--- config.mk ---
export PLATFORM = sky130hd
export DESIGN_NAME = tt_sweep_capture
export DESIGN_NICKNAME = d
export VERILOG_FILES = /design/src/rtl/tt_sweep_capture.sv
export SDC_FILE = /design/constraint.sdc
export NUM_CORES = 1
export LEC_CHECK = 0
export CAP_MARGIN = 25
export CORE_MARGIN = 4
export CORE_UTILIZATION = 48
export CTS_CLUSTER_SIZE = 16
export DETAILED_ROUTE_END_ITERATION = 16
export PLACE_DENSITY = 0.76
export SYNTH_ARGS = -nofsm -noshare
export SYNTH_HDL_FRONTEND = slang
export SYNTH_SLANG_ARGS = --single-unit
--- constraint.sdc ---
create_clock -name clk -period 5 [get_ports clk]
set_input_delay 1.25 -clock clk [delete_from_list [all_inputs] [get_ports clk]]
set_output_delay 1.25 -clock clk [all_outputs]
set_load 0.1 [all_outputs]
--- src/rtl/tt_sweep_capture.sv ---
// rtl/tt_sweep_capture.sv - truth-table sweep driver and capture checker for a 3-input gate netlist
//
// Walks the eight input rows of a combinational circuit, holds each row for
// SETTLE cycles, checks that the circuit output is steady over the last STABLE
// cycles of each row, and assembles the measured truth table (row 0 in the MSB).
//
// Ports:
//   clk, rst                  clock, synchronous active-high reset
//   start                     begin a sweep (taken only when idle)
//   drv_in2/drv_in1/drv_in3   drives to the circuit inputs, {in2,in1,in3} = row
//   dut_out                   circuit output
//   busy                      sweep in progress
//   done                      one-cycle pulse when the result becomes valid
//   result_valid              tt / unstable_mask / pass hold a completed sweep
//   tt                        measured truth table, row r in bit 7-r
//   unstable_mask             per-row instability flags, same bit order as tt
//   mismatch_mask             tt ^ EXPECTED
//   pass                      tt matches EXPECTED and no row was unstable
module tt_sweep_capture #(
    parameter int         SETTLE   = 4,
    parameter int         STABLE   = 2,
    parameter logic [7:0] EXPECTED = 8'hBC
) (
    input  logic       clk,
    input  logic       rst,
    input  logic       start,
    output logic       drv_in2,
    output logic       drv_in1,
    output logic       drv_in3,
    input  logic       dut_out,
    output logic       busy,
    output logic       done,
    output logic       result_valid,
    output logic [7:0] tt,
    output logic [7:0] unstable_mask,
    output logic [7:0] mismatch_mask,
    output logic       pass
);

    localparam logic [7:0] WIN_START = 8'(SETTLE - STABLE);
    localparam logic [7:0] LAST_CNT  = 8'(SETTLE - 1);

    typedef enum logic {
        IDLE,
        RUN
    } state_t;

    state_t     state, state_n;
    logic [2:0] row, row_n;
    logic [7:0] cnt, cnt_n;
    logic       ref_bit, ref_bit_n;
    logic [7:0] tt_q, tt_n;
    logic [7:0] unst_q, unst_n;
    logic       pass_q, pass_n;
    logic       valid_q, valid_n;
    logic       done_q, done_n;

    // Row r is stored at bit 7-r; for a 3-bit index that is just ~r.
    logic [2:0] bit_idx;
    assign bit_idx = ~row;

    always_ff @(posedge clk) begin
        if (rst) begin
            state   <= IDLE;
            row     <= 3'd0;
            cnt     <= 8'd0;
            ref_bit <= 1'b0;
            tt_q    <= 8'h00;
            unst_q  <= 8'h00;
            pass_q  <= 1'b0;
            valid_q <= 1'b0;
            done_q  <= 1'b0;
        end else begin
            state   <= state_n;
            row     <= row_n;
            cnt     <= cnt_n;
            ref_bit <= ref_bit_n;
            tt_q    <= tt_n;
            unst_q  <= unst_n;
            pass_q  <= pass_n;
            valid_q <= valid_n;
            done_q  <= done_n;
        end
    end

    always_comb begin
        state_n   = state;
        row_n     = row;
        cnt_n     = cnt;
        ref_bit_n = ref_bit;
        tt_n      = tt_q;
        unst_n    = unst_q;
        pass_n    = pass_q;
        valid_n   = valid_q;
        done_n    = 1'b0;

        case (state)
            IDLE: begin
                if (start) begin
                    state_n = RUN;
                    row_n   = 3'd0;
                    cnt_n   = 8'd0;
                    tt_n    = 8'h00;
                    unst_n  = 8'h00;
                    pass_n  = 1'b0;
                    valid_n = 1'b0;
                end
            end

            RUN: begin
                // First cycle of the stability window sets the reference;
                // any later window cycle that disagrees flags the row.
                if (cnt == WIN_START) begin
                    ref_bit_n = dut_out;
                end else if (cnt > WIN_START && dut_out != ref_bit) begin
                    unst_n[bit_idx] = 1'b1;
                end

                if (cnt == LAST_CNT) begin
                    tt_n[bit_idx] = dut_out;
                    cnt_n         = 8'd0;
                    if (row == 3'd7) begin
                        // Row returns to 0 so the drives read 000 while idle.
                        state_n = IDLE;
                        row_n   = 3'd0;
                        done_n  = 1'b1;
                        valid_n = 1'b1;
                        pass_n  = (tt_n == EXPECTED) && (unst_n == 8'h00);
                    end else begin
                        row_n = row + 3'd1;
                    end
                end else begin
                    cnt_n = cnt + 8'd1;
                end
            end

            default: begin
                state_n = IDLE;
            end
        endcase
    end

    assign {drv_in2, drv_in1, drv_in3} = row;
    assign busy          = (state == RUN);
    assign done          = done_q;
    assign result_valid  = valid_q;
    assign tt            = tt_q;
    assign unstable_mask = unst_q;
    assign mismatch_mask = tt_q ^ EXPECTED;
    assign pass          = pass_q;

endmodule

==> flow_summary.json, run 1 <==
{
  "max_stage_delay_ns": 1.26,
  "postCtsSetupBuffers": 0,
  "antenna_found_initial": 0,
  "slowest_stage": "clkdlybuf4s50_1",
  "multiInputGateArea_um2": 933,
  "cts_buffer_depth": 2,
  "seqCellArea_um2": 641,
  "leakage_nw": 0.705,
  "postRouteAntennaNets": 0,
  "fin_util": 0.615,
  "max_freq_mhz": 276,
  "tns_ns": 0,
  "min_period_over_period": 0.725,
  "hp-start": "result_valid$_SDFFE_PP0P_",
  "synth.avg_cell_area_um2": 8.13,
  "cts_tree": "built",
  "end_kind": "output port",
  "grt_pass1_vias": 1501,
  "dieArea_um2": 4520,
  "hold_viol": 0,
  "cts_root_buffer": "clkbuf_4",
  "synth_edf_count": 0,
  "cts_hold_buffers": 0,
  "power.total_w": 0.000438,
  "ys_ff_latch": 32,
  "synth_warnings": 0,
  "coreArea_um2": 3360,
  "grt_pass1_wl_um": 7310,
  "cp_max_fo": 19,
  "crit_required_ns": 3.75,
  "cp_cell_sequence": "clkdlybuf4s50_1",
  "drv_cap": 0,
  "place.port_buffers": 34,
  "path_delay_family": "buffers and inverters",
  "synthesis.nets": 215,
  "vias": 1710,
  "powerDensity_nw_per_um2": 212,
  "synth_flop_cell": "dfxtp_1",
  "htreeDepth": 2,
  "slew_violations": 0,
  "worst_pin_slew_ns": 0.979,
  "clkSinkCount": 32,
  "initial_core_util": 0.500,
  "r2r_start": "busy$_SDFF_PP0_",
  "die_h_um": 67.2,
  "slew-limit-headroom": 0.345,
  "ir_drop_mv": 0.203,
  "ys_types": 43,
  "drt-initial-drc-count": 136,
  "hold_class": "flop to flop",
  "totalWireLength_um": 4410,
  "drc": 0,
  "ios": 35,
  "fillers": 332,
  "viasPerCell": 6.09,
  "fp-row-count": 21,
  "grt_max_degree": 34,
  "worstReg2RegEnd": "tt[0]$_SDFFE_PP0P_",
  "status": "finished clean",
  "wire_per_inst_um": 15.7,
  "async_reset_ff_frac": 0,
  "drive_gt1_frac": 0.0553,
  "holdPathStages": 2,
  "clkTransAtPathRegs_ns": 0.11,
  "cts_buffers": 5,
  "critPathLaunch": "row[0]$_SDFFE_PP0P_",
  "gp_congestion": 0.874,
  "hpwlAfterDp_um": 3040,
  "syn_inst": 207,
  "grt-ovfl-total": 0,
  "arrival_ns": 2.38,
  "dr.pass1.iters": 5,
  "worst-setup-path-type": "flop to output port",
  "seq_area_frac_synth": 0.381,
  "final_nets": 243,
  "rrSetupSlack_ns": 2.81,
  "grt.total_usage": 0.210,
  "path_buf_inv": 1,
  "antenna_cells": 0,
  "cts_resized": 0,
  "syn_to_final_growth_pct": 22.8,
  "period_minus_slack_ns": 3.63,
  "cp-start-kind": "flop",
  "clock_latency_ns": 0.34,
  "reg2reg_depth": 5,
  "setup_viol": 0,
  "hold_end": "result_valid$_SDFFE_PP0P_",
  "skew_ns": 0.00535,
  "grt_setup_unrepaired": "false",
  "synthesis.area_um2": 1680,
  "die_w_um": 67.2
}
[through the flow]
stage          area, µm²  hold WS (ns)  std cells  setup slack [ns]
6_report            2070         0.468        281              1.37
3_5_place_dp        2020         0.457        274              1.73
3_3_place_gp        2020         0.444        274              1.79
5_1_grt             2070         0.514        281              1.29
2_1_floorplan       1680         0.486        207              2.07
4_1_cts             2070         0.472        281              1.37
[report_power, final]
group           total, W  internal, W  switching [W]
Sequential      0.000260     0.000256     0.00000331
Combinational  0.0000327   0.00000883      0.0000239
Clock           0.000146    0.0000512      0.0000946
[cells in the final DEF, fill, tap and decap left out, drive strengths merged]
| cell type | Yosys | routed |
|---|---|---|
| dfxtp | 32 | 32 |
| and4 | 1 | 1 |
| nor3 | 5 | 5 |
| nor3b | 1 | 1 |
| ha | 4 | 4 |
| a2bb2oi | 1 | 1 |
| nand4 | 4 | 4 |
| o21ai | 9 | 9 |
| a221oi | 1 | 1 |
| or2b | 1 | 1 |
| nand2b | 5 | 5 |
| or4b | 1 | 1 |
| nand3 | 14 | 14 |
| buf | 7 | 1 |
| nand4b | 2 | 2 |
| clkinvlp | 0 | 1 |
| nand2 | 12 | 12 |
| a211oi | 1 | 1 |
| nand3b | 2 | 2 |
| o2111ai | 1 | 1 |
| nor4 | 4 | 4 |
| o2bb2ai | 2 | 2 |
| o32ai | 1 | 1 |
| a21oi | 25 | 25 |
| nor2b | 4 | 4 |
| nor4b | 1 | 1 |
| a311oi | 6 | 6 |
| clkbuf | 7 | 5 |
| inv | 10 | 10 |
| or3 | 1 | 1 |
| mux2i | 4 | 4 |
| nor2 | 20 | 20 |
| a31oi | 4 | 4 |
| a32oi | 3 | 3 |
| xnor2 | 1 | 1 |
| a41oi | 2 | 2 |
| and3 | 6 | 6 |
| clkinv | 0 | 1 |
| or4 | 2 | 2 |
| clkdlybuf4s50 | 0 | 34 |
[logic make-up (layout without fill, tap and decap cells)]
kind of cell               count (synthesis)  count (layout)  synth area share
and+or+nand+nor                           86              86             0.285
AOI/OAI and AO/OA                         56              56             0.211
DFF                                       32              32             0.381
buffers and inverters                     24              52            0.0647
adders and majority gates                  4               4            0.0297
muxes                                      4               4            0.0238
xor gates and xnor gates                   1               1           0.00521
[final cells by class]
class,count,share of cell area
inverters,10,0.0182
multi-input cells,151,0.452
clock inverters,2,0.00605
flip-flops and latches,32,0.310
clock buffers,5,0.0182
well taps,46,0.0278
repair buffers,35,0.168
[layer usage]
metal	vias to the layer above	part of all wire	global-route usage	wire [µm]
met2	75	0.46	0.324	2030
li1	824	-	-	-
met1	804	0.46	0.281	2020
met3	7	0.071	0.0632	312
met4	0	0.011	0.0658	48
met5	-	0	0	0
[cells in the mapped netlist, types with 5 or more instances]
master	instances	area, µm²
dfxtp_1	32	641
a21oi_1	24	120
nor2_1	20	75.1
nand3_1	14	70.1
nand2_1	12	45.0
inv_1	10	37.5
o21ai_0	8	40.0
clkbuf_1	7	26.3
a311oi_1	6	52.6
and3_1	6	37.5
nand2b_1	5	31.3
[sequential cells by signal, summed over array words and instances (netlist names)]
name           cells
cnt                8
tt                 8
unstable_mask      8
row                3
busy               1
done               1
pass               1
ref_bit            1
result_valid       1
[worst max path at each step]
stage | end | slack [ns] | cells past startpoint
after floorplan | mismatch_mask[7] | 2.07 | 1
after detailed placement | unstable_mask[6]$_SDFFE_PP0P_ | 1.73 | 6
after CTS | drv_in3 | 1.37 | 1
final | drv_in3 | 1.37 | 1
after global placement | unstable_mask[6]$_SDFFE_PP0P_ | 1.79 | 6
after global routing | drv_in3 | 1.29 | 1
(Power assumes the default switching activity.)
==> run 2, diff against run 1 <==
Clock period 5 ns to 3.45 ns, I/O delays scaled along.
==> flow_summary.json, run 2 (same netlist as run 1, synthesis figures left out) <==
{
  "status": "finished clean",
  "syn_to_final_growth_pct": 19.8,
  "cts_hold_buffers": 0,
  "hold_viol": 0,
  "dr.pass1.iters": 4,
  "cts_buffers": 5,
  "antenna_found_initial": 0,
  "drv_cap": 0,
  "arrival_ns": 2.82,
  "grt_max_degree": 33,
  "cp_cell_sequence": "clkdlybuf4s50_1, xnor2_1, a31oi_1, and3_1, o21ai_0, a21oi_1",
  "min_period_over_period": 0.738,
  "intPower_w": 0.000536,
  "slew_violations": 0,
  "drive_gt1_frac": 0.186,
  "ios": 35,
  "p_comb_frac": 0.067,
  "hpwlAfterDp_um": 3030,
  "cts_tree": "built",
  "fp-row-count": 21,
  "clock_latency_ns": 0.34,
  "ir_drop_mv": 0.256,
  "pwr-share-seq": 0.533,
  "grt_setup_unrepaired": "false",
  "die_h_um": 67.2,
  "wire_per_inst_um": 15.6,
  "cts_root_buffer": "clkbuf_4",
  "power_frac_clock": 0.400,
  "clkTransAtPathRegs_ns": 0.10,
  "dpl_cell_area_um2": 1940,
  "drt-initial-drc-count": 111,
  "powerDensity_nw_per_um2": 350,
  "hold_class": "flop to flop",
  "final_nets": 243,
  "place.port_buffers": 34,
  "cp_max_fo": 14,
  "cts_buffer_depth": 2,
  "stdcell_area_um2": 2020,
  "cts_resized": 0,
  "tns_ns": 0,
  "crit_required_ns": 3.72,
  "max_stage_delay_ns": 0.66,
  "cp-start-kind": "input port",
  "gp_congestion": 0.828,
  "place_ws_ns": 0.617,
  "totalWireLength_um": 4390,
  "worst-setup-path-type": "input port to flop",
  "grt.total_usage": 0.207,
  "final_cell_mix": "dfxtp_1, buf_4, a21oi_1",
  "grt_pass1_wl_um": 7160,
  "grt_pass1_vias": 1507,
  "dieArea_um2": 4520,
  "viasPerCell": 5.94,
  "period_minus_slack_ns": 2.54,
  "path_delay_family": "compound AO/OA/AOI/OAI gates",
  "setup_ws_ns": 0.905,
  "drc": 0,
  "switching_share": 0.241,
  "die_w_um": 67.2,
  "postRouteAntennaNets": 0,
  "slew-limit-headroom": 0.519,
  "clkSinkCount": 32,
  "max_freq_mhz": 393,
  "setup_viol": 0,
  "coreArea_um2": 3360,
  "slowest_stage": "clkdlybuf4s50_1",
  "vias": 1674,
  "initial_core_util": 0.500,
  "grt-ovfl-total": 0,
  "end_kind": "flop",
  "skew_ns": 0.0129,
  "antenna_cells": 0,
  "leakage_nw": 0.772,
  "postCtsSetupBuffers": 0,
  "htreeDepth": 2,
  "switchingPower_w": 0.000170,
  "path_buf_inv": 1,
  "worst_pin_slew_ns": 0.721
}
## run 2: changes by cell type in the layout (fill, tap and decap cells not counted), sizes merged
cell           before  now
bufinv              0    1
clkinvlp            1    0
clkdlybuf4s50      34    3
clkbuf              5    6
buf                 1   32
## run 2: final cells by class
type | instances | area (µm²)
inverters | 10 | 37.5
multi-input cells | 151 | 933
repair buffers | 35 | 270
well taps | 46 | 57.6
fillers | 336 | 1350
clock buffers | 6 | 41.3
flip-flops and latches | 32 | 641
clock inverters | 2 | 35.0
## run 2: through the flow
stage	instances	power [W]	utilization	hold WS, ns
after floorplan	207	0.000416	-	0.486
after global placement	274	0.000431	0.577	0.448
after detailed placement	274	0.000431	0.577	0.452
after CTS	282	0.000713	0.599	0.466
after global routing	282	0.000735	0.599	0.500
final	282	0.000706	0.599	0.461
## run 2: final timing paths
check	from	endpoint	slack [ns]	depth (start not counted)
hold reg to reg	result_valid$_SDFFE_PP0P_	result_valid$_SDFFE_PP0P_	0.46	2
setup / recovery	dut_out	unstable_mask[6]$_SDFFE_PP0P_	0.91	6
setup reg to reg	busy$_SDFF_PP0_	tt[0]$_SDFFE_PP0P_	1.21	5
hold / removal	result_valid$_SDFFE_PP0P_	result_valid$_SDFFE_PP0P_	0.46	2
## run 2: power groups by stage
stage / combinational, W / clock (W) / sequential (W)
2_1_floorplan: 0.0000274 / 0 / 0.000389
3_3_place_gp: 0.0000462 / 0 / 0.000384
3_5_place_dp: 0.0000463 / 0 / 0.000385
4_1_cts: 0.0000466 / 0.000291 / 0.000376
5_1_grt: 0.0000518 / 0.000306 / 0.000377
6_report: 0.0000473 / 0.000282 / 0.000376
## run 2: per-layer routing
layer  wire length (µm)  up-vias  GRT usage  share of wire
li1                   -      824          -              -
met1               2200      796      0.294           0.50
met2               1890       47      0.302           0.43
met3                231        7     0.0366          0.053
met4                 68        0     0.0987          0.016
met5                  0        -          0              0
## run 2: worst min-delay path, cell delays in order (launching register included)
cell     delay [ns]
dfxtp_1        0.32
nand2_1        0.05
a21oi_1        0.05
